File: src/rtl/hazard_sequencer_if.sv
// Pipeline-control bundle between the hazard sequencer and the ID/EX/MEM stages.
// Carries hazard sources in and stall/flush/bubble controls plus status counters out.
interface hazard_sequencer_if;
    logic [4:0]  id_rs1_I;
    logic [4:0]  id_rs2_I;
    logic        id_useRs1_I;
    logic        id_useRs2_I;
    logic [4:0]  ex_rd_I;
    logic        ex_memRead_I;
    logic        ex_redirect_I;
    logic        dmem_req_I;
    logic        dmem_ready_I;
    logic        pcStall_O;
    logic        ifidStall_O;
    logic        idexStall_O;
    logic        exmemStall_O;
    logic        ifidFlush_O;
    logic        idexFlush_O;
    logic        memwbBubble_O;
    logic        busErr_O;
    logic [15:0] stallCycles_O;
    logic [7:0]  flushCount_O;

    modport slave (
        input  id_rs1_I, id_rs2_I, id_useRs1_I, id_useRs2_I, ex_rd_I, ex_memRead_I,
               ex_redirect_I, dmem_req_I, dmem_ready_I,
        output pcStall_O, ifidStall_O, idexStall_O, exmemStall_O, ifidFlush_O,
               idexFlush_O, memwbBubble_O, busErr_O, stallCycles_O, flushCount_O
    );

    modport master (
        output id_rs1_I, id_rs2_I, id_useRs1_I, id_useRs2_I, ex_rd_I, ex_memRead_I,
               ex_redirect_I, dmem_req_I, dmem_ready_I,
        input  pcStall_O, ifidStall_O, idexStall_O, exmemStall_O, ifidFlush_O,
               idexFlush_O, memwbBubble_O, busErr_O, stallCycles_O, flushCount_O
    );
endinterface

File: src/rtl/hazard_sequencer.sv
// Pipeline hazard sequencer: memory-wait freeze with timeout, redirect flush, load-use stall.
// Zero-latency combinational controls; a data-memory wait freezes the whole pipeline.
module hazard_sequencer #(
    parameter int unsigned TIMEOUT = 16
) (
    input  logic              clk_I,
    input  logic              reset_n_I,
    hazard_sequencer_if.slave hs
);
    typedef enum logic {RUN = 1'b0, MEM_WAIT = 1'b1} state_t;

    localparam logic [7:0] LAST_WAIT = 8'(TIMEOUT - 1);

    state_t      state_q, state_d;
    logic [7:0]  waitCnt_q, waitCnt_d;
    logic        pendRedir_q, pendRedir_d;
    logic        busErr_q, busErr_d;
    logic [15:0] stallCycles_q, stallCycles_d;
    logic [7:0]  flushCount_q, flushCount_d;

    logic toFire, memHold, flush, loadUse, luApply, pcStall;

    assign toFire  = (state_q == MEM_WAIT) && (waitCnt_q == LAST_WAIT);
    assign memHold = hs.dmem_req_I && !hs.dmem_ready_I && !toFire;
    // A redirect seen while frozen is held in pendRedir and issued once on release.
    assign flush   = !memHold && (hs.ex_redirect_I || pendRedir_q);
    assign loadUse = hs.ex_memRead_I && (hs.ex_rd_I != 5'd0) &&
                     ((hs.id_useRs1_I && (hs.ex_rd_I == hs.id_rs1_I)) ||
                      (hs.id_useRs2_I && (hs.ex_rd_I == hs.id_rs2_I)));
    assign luApply = loadUse && !memHold && !toFire && !flush;
    assign pcStall = memHold || luApply;

    always_ff @(posedge clk_I or negedge reset_n_I) begin
        if (!reset_n_I) state_q <= RUN;
        else            state_q <= state_d;
    end

    always_comb begin
        state_d = state_q;
        case (state_q)
            RUN:      if (memHold) state_d = MEM_WAIT;
            MEM_WAIT: if (hs.dmem_ready_I || toFire) state_d = RUN;
            default:  state_d = RUN;
        endcase
    end

    always_comb begin
        hs.pcStall_O     = pcStall;
        hs.ifidStall_O   = pcStall;
        hs.idexStall_O   = memHold;
        hs.exmemStall_O  = memHold;
        hs.ifidFlush_O   = flush;
        hs.idexFlush_O   = flush || luApply;
        hs.memwbBubble_O = memHold || toFire;
    end

    always_comb begin
        waitCnt_d   = (state_q == MEM_WAIT) ? waitCnt_q + 8'd1 : 8'd0;
        pendRedir_d = pendRedir_q;
        if (flush)
            pendRedir_d = 1'b0;
        else if (hs.ex_redirect_I && memHold)
            pendRedir_d = 1'b1;
        busErr_d      = busErr_q || toFire;
        stallCycles_d = stallCycles_q;
        if (pcStall && (stallCycles_q != 16'hFFFF))
            stallCycles_d = stallCycles_q + 16'd1;
        flushCount_d  = flushCount_q;
        if (flush && (flushCount_q != 8'hFF))
            flushCount_d = flushCount_q + 8'd1;
    end

    always_ff @(posedge clk_I or negedge reset_n_I) begin
        if (!reset_n_I) begin
            waitCnt_q     <= 8'd0;
            pendRedir_q   <= 1'b0;
            busErr_q      <= 1'b0;
            stallCycles_q <= 16'd0;
            flushCount_q  <= 8'd0;
        end else begin
            waitCnt_q     <= waitCnt_d;
            pendRedir_q   <= pendRedir_d;
            busErr_q      <= busErr_d;
            stallCycles_q <= stallCycles_d;
            flushCount_q  <= flushCount_d;
        end
    end

    assign hs.busErr_O      = busErr_q;
    assign hs.stallCycles_O = stallCycles_q;
    assign hs.flushCount_O  = flushCount_q;
endmodule

File: src/flat_wrapper.sv
// flat-port wrapper written by rule: the top's interface ports become plain ports
module hazard_sequencer_flat 
#(
    parameter int unsigned TIMEOUT = 16
)
  (clk_I, reset_n_I, hs_id_rs1_I, hs_id_rs2_I, hs_id_useRs1_I, hs_id_useRs2_I, hs_ex_rd_I, hs_ex_memRead_I, hs_ex_redirect_I, hs_dmem_req_I, hs_dmem_ready_I, hs_pcStall_O, hs_ifidStall_O, hs_idexStall_O, hs_exmemStall_O, hs_ifidFlush_O, hs_idexFlush_O, hs_memwbBubble_O, hs_busErr_O, hs_stallCycles_O, hs_flushCount_O);
  hazard_sequencer_if hs_i ();
  input  logic clk_I;
  input  logic reset_n_I;
  input wire logic [$bits(hs_i.id_rs1_I)-1:0] hs_id_rs1_I;
  input wire logic [$bits(hs_i.id_rs2_I)-1:0] hs_id_rs2_I;
  input wire logic [$bits(hs_i.id_useRs1_I)-1:0] hs_id_useRs1_I;
  input wire logic [$bits(hs_i.id_useRs2_I)-1:0] hs_id_useRs2_I;
  input wire logic [$bits(hs_i.ex_rd_I)-1:0] hs_ex_rd_I;
  input wire logic [$bits(hs_i.ex_memRead_I)-1:0] hs_ex_memRead_I;
  input wire logic [$bits(hs_i.ex_redirect_I)-1:0] hs_ex_redirect_I;
  input wire logic [$bits(hs_i.dmem_req_I)-1:0] hs_dmem_req_I;
  input wire logic [$bits(hs_i.dmem_ready_I)-1:0] hs_dmem_ready_I;
  output wire logic [$bits(hs_i.pcStall_O)-1:0] hs_pcStall_O;
  output wire logic [$bits(hs_i.ifidStall_O)-1:0] hs_ifidStall_O;
  output wire logic [$bits(hs_i.idexStall_O)-1:0] hs_idexStall_O;
  output wire logic [$bits(hs_i.exmemStall_O)-1:0] hs_exmemStall_O;
  output wire logic [$bits(hs_i.ifidFlush_O)-1:0] hs_ifidFlush_O;
  output wire logic [$bits(hs_i.idexFlush_O)-1:0] hs_idexFlush_O;
  output wire logic [$bits(hs_i.memwbBubble_O)-1:0] hs_memwbBubble_O;
  output wire logic [$bits(hs_i.busErr_O)-1:0] hs_busErr_O;
  output wire logic [$bits(hs_i.stallCycles_O)-1:0] hs_stallCycles_O;
  output wire logic [$bits(hs_i.flushCount_O)-1:0] hs_flushCount_O;
  assign hs_i.id_rs1_I = hs_id_rs1_I;
  assign hs_i.id_rs2_I = hs_id_rs2_I;
  assign hs_i.id_useRs1_I = hs_id_useRs1_I;
  assign hs_i.id_useRs2_I = hs_id_useRs2_I;
  assign hs_i.ex_rd_I = hs_ex_rd_I;
  assign hs_i.ex_memRead_I = hs_ex_memRead_I;
  assign hs_i.ex_redirect_I = hs_ex_redirect_I;
  assign hs_i.dmem_req_I = hs_dmem_req_I;
  assign hs_i.dmem_ready_I = hs_dmem_ready_I;
  assign hs_pcStall_O = hs_i.pcStall_O;
  assign hs_ifidStall_O = hs_i.ifidStall_O;
  assign hs_idexStall_O = hs_i.idexStall_O;
  assign hs_exmemStall_O = hs_i.exmemStall_O;
  assign hs_ifidFlush_O = hs_i.ifidFlush_O;
  assign hs_idexFlush_O = hs_i.idexFlush_O;
  assign hs_memwbBubble_O = hs_i.memwbBubble_O;
  assign hs_busErr_O = hs_i.busErr_O;
  assign hs_stallCycles_O = hs_i.stallCycles_O;
  assign hs_flushCount_O = hs_i.flushCount_O;
  hazard_sequencer #(.TIMEOUT(TIMEOUT)) u_core (.clk_I(clk_I), .reset_n_I(reset_n_I), .hs(hs_i));
endmodule
File: config.mk
export PLATFORM = sky130hd
export DESIGN_NAME = hazard_sequencer_flat
export DESIGN_NICKNAME = d
export VERILOG_FILES = /design/src/rtl/hazard_sequencer_if.sv /design/src/rtl/hazard_sequencer.sv /design/src/flat_wrapper.sv
export SDC_FILE = /design/constraint.sdc
export NUM_CORES = 1
export LEC_CHECK = 0
export CORE_MARGIN = 3
export CORE_UTILIZATION = 50
export CTS_CLUSTER_SIZE = 10
export DETAILED_ROUTE_END_ITERATION = 10
export PLACE_DENSITY = 0.84
export SETUP_SLACK_MARGIN = 0.3
export SYNTH_ARGS = -nofsm -noshare
export SYNTH_HDL_FRONTEND = slang
export SYNTH_SLANG_ARGS = --single-unit
File: constraint.sdc
create_clock -name clk_I -period 6.5 [get_ports clk_I]
set_input_delay 0.65 -clock clk_I [delete_from_list [all_inputs] [get_ports clk_I]]
set_output_delay 0.65 -clock clk_I [all_outputs]
set_load 0.005 [all_outputs]
=== Word level (Yosys, flattened, before mapping) ===
Cells that the tools add are included.

* Bits in registers: 35
* Input port bits: 23
* Word-level logic and storage cells: 48
* Output and inout bits: 32

* Equal/unequal tests: 5
* Mux-type cells: 6
* Reduce and logical (&&, ||, !) cells: 27
* Add/subtract/negate cells: 3
* Bitwise gates (word level): 1

{| class="wikitable"
|+ Operator list
! operator !! count
|-
| $add 16x1->16 const B || 1
|-
| $add 8x1->8 const B || 2
|-
| $ne 16x16->1 const B || 1
|-
| $logic_and 1x1->1 || 14
|-
| $eq 5x5->1 || 2
|-
| $eq 8x4->1 const B || 1
|-
| $mux 8 || 1
|-
| $ne 8x8->1 const B || 1
|-
| $logic_or 1x1->1 || 7
|-
| $reduce_bool 5->1 || 1
|-
| $logic_not 1->1 || 4
|-
| $mux 1 || 4
|-
| $pmux 1 s2 || 1
|-
| $reduce_bool 2->1 || 1
|-
| $not 1->1 || 1
|}

=== Depth between registers and ports, before layout ===
* Depth after elaboration: 10
* Depth in mapped cells: 9
* Depth with buffers taken out: 8

=== Least setup slack after synthesis ===
OpenSTA, ideal clock, no wires.

* Path kind: input to output
* Start point: input hs_ex_rd_I[0]
* End point: output hs_pcStall_O
* Cell stages on the path: 6
* Required time: 5.850 ns
* Arrival: 1.820 ns
* Setup slack: 4.030 ns
* Cell sequence: or4_1 > o21ai_0 > nor3_1 > a31oi_1 > inv_1 > buf_4

* Word-level cells in the longest chain between the ends: 8
* Elaborated cells between the ends (all ways): 12
* Classes of those cells: eq/ne: 2; reduce/logical: 10

{| class="wikitable"
|+ Ends and longest elaborated chain
! element !! RTL line !! source
|-
| start: declaration || flat_wrapper.sv:14 || <nowiki>input wire logic [$bits(hs_i.ex_rd_I)-1:0] hs_ex_rd_I;</nowiki>
|-
| $eq 5x5->1 (on tied branches) || hazard_sequencer.sv:28, hazard_sequencer.sv:29 ||
|-
| $logic_and 1x1->1 (on tied branches) || hazard_sequencer.sv:28, hazard_sequencer.sv:29 ||
|-
| $logic_or 1x1->1 || hazard_sequencer.sv:28 || <nowiki>((hs.id_useRs1_I && (hs.ex_rd_I == hs.id_rs1_I)) ||</nowiki>
|-
| $logic_and 1x1->1 * || hazard_sequencer.sv:27 || <nowiki>assign loadUse = hs.ex_memRead_I && (hs.ex_rd_I != 5'd0) &&</nowiki>
|-
| $logic_and 1x1->1 * (3 in a row) || hazard_sequencer.sv:30 || <nowiki>assign luApply = loadUse && !memHold && !toFire && !flush;</nowiki>
|-
| $logic_or 1x1->1 * || hazard_sequencer.sv:31 || <nowiki>assign pcStall = memHold || luApply;</nowiki>
|-
| end: declaration || flat_wrapper.sv:19 || <nowiki>output wire logic [$bits(hs_i.pcStall_O)-1:0] hs_pcStall_O;</nowiki>
|}

Every way passes the cells marked *; elsewhere a longest branch is shown, timed or not.

=== Worst setup path in the final report ===
* Start point: input hs_ex_rd_I[3]
* End point: output hs_ifidStall_O

* Word-level cells in the longest chain between the ends: 8
* Elaborated cells between the ends (all ways): 12
* Classes of those cells: eq/ne: 2; reduce/logical: 10

{| class="wikitable"
|+ Ends and longest elaborated chain
! element !! RTL line !! source
|-
| $eq 5x5->1 (on tied branches) || hazard_sequencer.sv:28, hazard_sequencer.sv:29 ||
|-
| $logic_and 1x1->1 (on tied branches) || hazard_sequencer.sv:28, hazard_sequencer.sv:29 ||
|-
| $logic_or 1x1->1 || hazard_sequencer.sv:28 ||
|-
| $logic_and 1x1->1 * || hazard_sequencer.sv:27 ||
|-
| $logic_and 1x1->1 * (3 in a row) || hazard_sequencer.sv:30 ||
|-
| $logic_or 1x1->1 * || hazard_sequencer.sv:31 ||
|-
| end: declaration || flat_wrapper.sv:20 || <nowiki>output wire logic [$bits(hs_i.ifidStall_O)-1:0] hs_ifidStall_O;</nowiki>
|}

Marks and branches as above.

==> run_results.csv <==
group,metric,value,unit
run_status,outcome,"complete, no violations",
logic_synthesis,ys_seq_area_share,48.3,%
clock_network,cts_setup_buffers,0,
floorplan,die_x,66.2,um
cells_and_area,num-fill-cells,270,
power,switchingPower,188,uW
placed_design,place_congestion,0.743,
critical_path,start_kind,"input port",
clock_network,cts.hold.buffers_added,0,
global_route,overflow,0,
global_route,grt_max_degree,36,
logic_synthesis,avgSynthCellArea,10.7,um2
logic_synthesis,yosysTopAreaCell,"dfrtp_1",
routing,first_iter_violations,23,
cells_and_area,final_common_cell,"clkdlybuf4s50_1",
logic_synthesis,yosys.area_share.xor_xnor,17.9,%
critical_path,cp-end-kind,"output pin",
routing,routed_wl,3720,um
critical_path,regToRegSetupSlack,4.23,ns
power,pwr-share-clk,17.1,%
critical_path,path_class,"input port to output pin",
flow_run,maxCapViolations,0,
logic_synthesis,syn_area,0.00181,mm2
floorplan,dieHeight,66.2,um
cells_and_area,final_nets,254,
global_route,grt_pass1_vias,1369,
sta,period_share,51.5,%
power,p_per_area,254,mW/mm2
critical_path,cp.arrival,2.70,ns
clock_network,cts_resized,0,
sta,fin_crit,3.35,ns
placed_design,dp.cells,267,
logic_synthesis,synth.area.top_cells,"dfrtp_1 (48%), xnor2_1 (11%), xor2_1 (6.8%)",
clock_network,htreeDepth,2,
placed_design,post-dp-hpwl,2820,um
clock_network,clock_latency,0.33,ns
cells_and_area,final_cell_mix,"clkdlybuf4s50_1 (54), dfrtp_1 (35), xnor2_1 (23)",
logic_synthesis,synth_fp_nets,196,
floorplan,coreArea,0.00342,mm2
logic_synthesis,synth_top_family_by_area,"simple AND/OR/NAND/NOR gates",
power,switching_share,30.5,%
global_route,antenna_found_initial,0,
power,seqPwrFrac,50.0,%
clock_network,clockBufferDepth,2,
cells_and_area,antenna_cells,0,
sta,rsz0062_at_grt,"no",
cells_and_area,final_cells,273,
routing,via_count,1380,
sta,setup_tns,0,ns
sta,slew_violations,0,
sta,setup_ws,3.15,ns
cells_and_area,drive_above_1_share,9.25,%
power,ir_drop,0.231,mV
clock_network,cts.clk_slew.worst_paths,0.10,ns
floorplan,die_area,0.00438,mm2
clock_network,cts-root-buf,"clkbuf_4",
sta,worst_pin_slew,0.446,ns
routing,drc,0,
sta,setup_violations,0,
logic_synthesis,synth-main-ff-cell,"dfrtp_1",
global_route,grt_first_pass_wirelength,6110,um
sta,final-hold-violation-count,0,
sta,fin_skew,0.0120,ns
logic_synthesis,synth_top_area_share,48.3,%
min_path,hp-class,"flip-flop to flip-flop",
routing,routedWlPerCell,13.6,um
clock_network,cts_buffers,5,
logic_synthesis,synth-edff-count,0,
logic_synthesis,yosys_warnings,0,
min_path,holdPathStages,1,
logic_synthesis,async_reset_ff_share,100,%
clock_network,numClockSinks,35,
power,comb_power_share,33.0,%
logic_synthesis,synth_mux_area_share,1.45,%
routing,antenna_left,0,
logic_synthesis,synth-compound-area-share,5.46,%
sta,clock.fmax,299,MHz
sta,max-slew-margin-rel,70.3,%
placed_design,portBuffers,54,
logic_synthesis,ys_seq_elements,35,
logic_synthesis,ys_types,36,
critical_path,critPathRequiredTime,5.85,ns
floorplan,ioPinCount,55,
logic_synthesis,synthAdderAreaFrac,2.07,%
power,internal-power,430,uW
routing,routed_via_density,5.05,
placed_design,pre_cts_slack,3.15,ns
routing,dr.pass1.iters,4,
cells_and_area,area_delta_synth_final,34.3,%
floorplan,start_util,53.0,%
logic_synthesis,post_synth_inst_count,170,
critical_path,crit_fanout,3,
logic_synthesis,synth-simple-area-share,21.5,%
clock_network,tritoncts,"yes",
floorplan,rows,21,
power,p_leak,1.07,nW
global_route,grt.total_usage,18.1,%
critical_path,r2r_cells,6,
registers in the layout, indices dropped and copies added (netlist names):
| name | cells |
|---|---|
| u_core.hs.busErr_O | 1 |
| u_core.hs.flushCount_O | 8 |
| u_core.hs.stallCycles_O | 16 |
| u_core.pendRedir_q | 1 |
| u_core.state_q | 1 |
| u_core.waitCnt_q | 8 |
worst max-delay path: stages:
cell	delay, ns
clkdlybuf4s50_1	0.48
or4_1	0.53
o21ai_0	0.17
nor3_1	0.08
a31oi_1	0.26
inv_1	0.09
clkdlybuf4s50_1	0.45
final timing paths:
path / start / end
min: u_core.waitCnt_q[0] / u_core.waitCnt_q[0]
max in group asynchronous: reset_n_I / u_core.waitCnt_q[6]
max: hs_ex_rd_I[3] / hs_ifidStall_O
max reg2reg: u_core.waitCnt_q[5] / u_core.hs.stallCycles_O[1]
min in group asynchronous: reset_n_I / u_core.hs.stallCycles_O[11]
min reg2reg: u_core.waitCnt_q[0] / u_core.waitCnt_q[0]
through the flow:
step           hold slack [ns]  total power, mW  area, um2  util [%]
5_1_grt                  0.495            0.662       2430      71.2
3_3_place_gp             0.453            0.511       2390      69.9
2_1_floorplan            0.354            0.394       1810         -
3_5_place_dp             0.453            0.519       2390      69.9
6_report                 0.467            0.619       2430      71.2
4_1_cts                  0.469            0.629       2430      71.2
cells by family (layout without fill, tap and decap cells):
group,count (synthesis),in the layout
buffers and inverters,12,69
multiplexers,2,2
flip-flops,35,35
AO/OA/AOI/OAI,9,9
adder cells (fa/ha/maj),3,3
AND/OR/NAND/NOR,72,72
XOR/XNOR,37,37
power groups by stage:
stage	logic (mW)	registers (mW)	clock network, mW
after floorplan	0.0853	0.309	0
after global placement	0.199	0.312	0
after detailed placement	0.206	0.313	0
after CTS	0.208	0.310	0.112
after global routing	0.222	0.317	0.122
final	0.204	0.309	0.106
per-layer routing:
layer,global-route usage [%],share of wire [%],routed length [um]
met1,21.7,42,1560
met5,0,0,0
met2,30.9,47,1760
met4,5.33,1.1,42
met3,5.78,9.4,350
synth_stat cells, types with 2 or more instances:
cell type  instances
xnor2_1           23
nor3_1             5
nor3_2             2
and3_1             3
or2_2              2
dfrtp_1           35
nand2_1           16
nand3_1            7
inv_1              8
nor2_1            13
o21ai_0            2
nor4_1             4
and2_1             6
xor2_1            14
nand4_1            3
buf_4              2
ha_1               3
nor2b_1            2
or3_1              2
nand2b_1           2
cell type report:
class	count	area (um2)	area share [%]
flip-flops and latches	35	876	36.0
clock inverters	1	7.51	0.309
multi-input cells	123	876	36.0
inverters	8	30.0	1.23
well taps	46	57.6	2.37
repair buffers	55	548	22.5
clock buffers	5	37.5	1.54
Power figures use the tool's default switching activity.
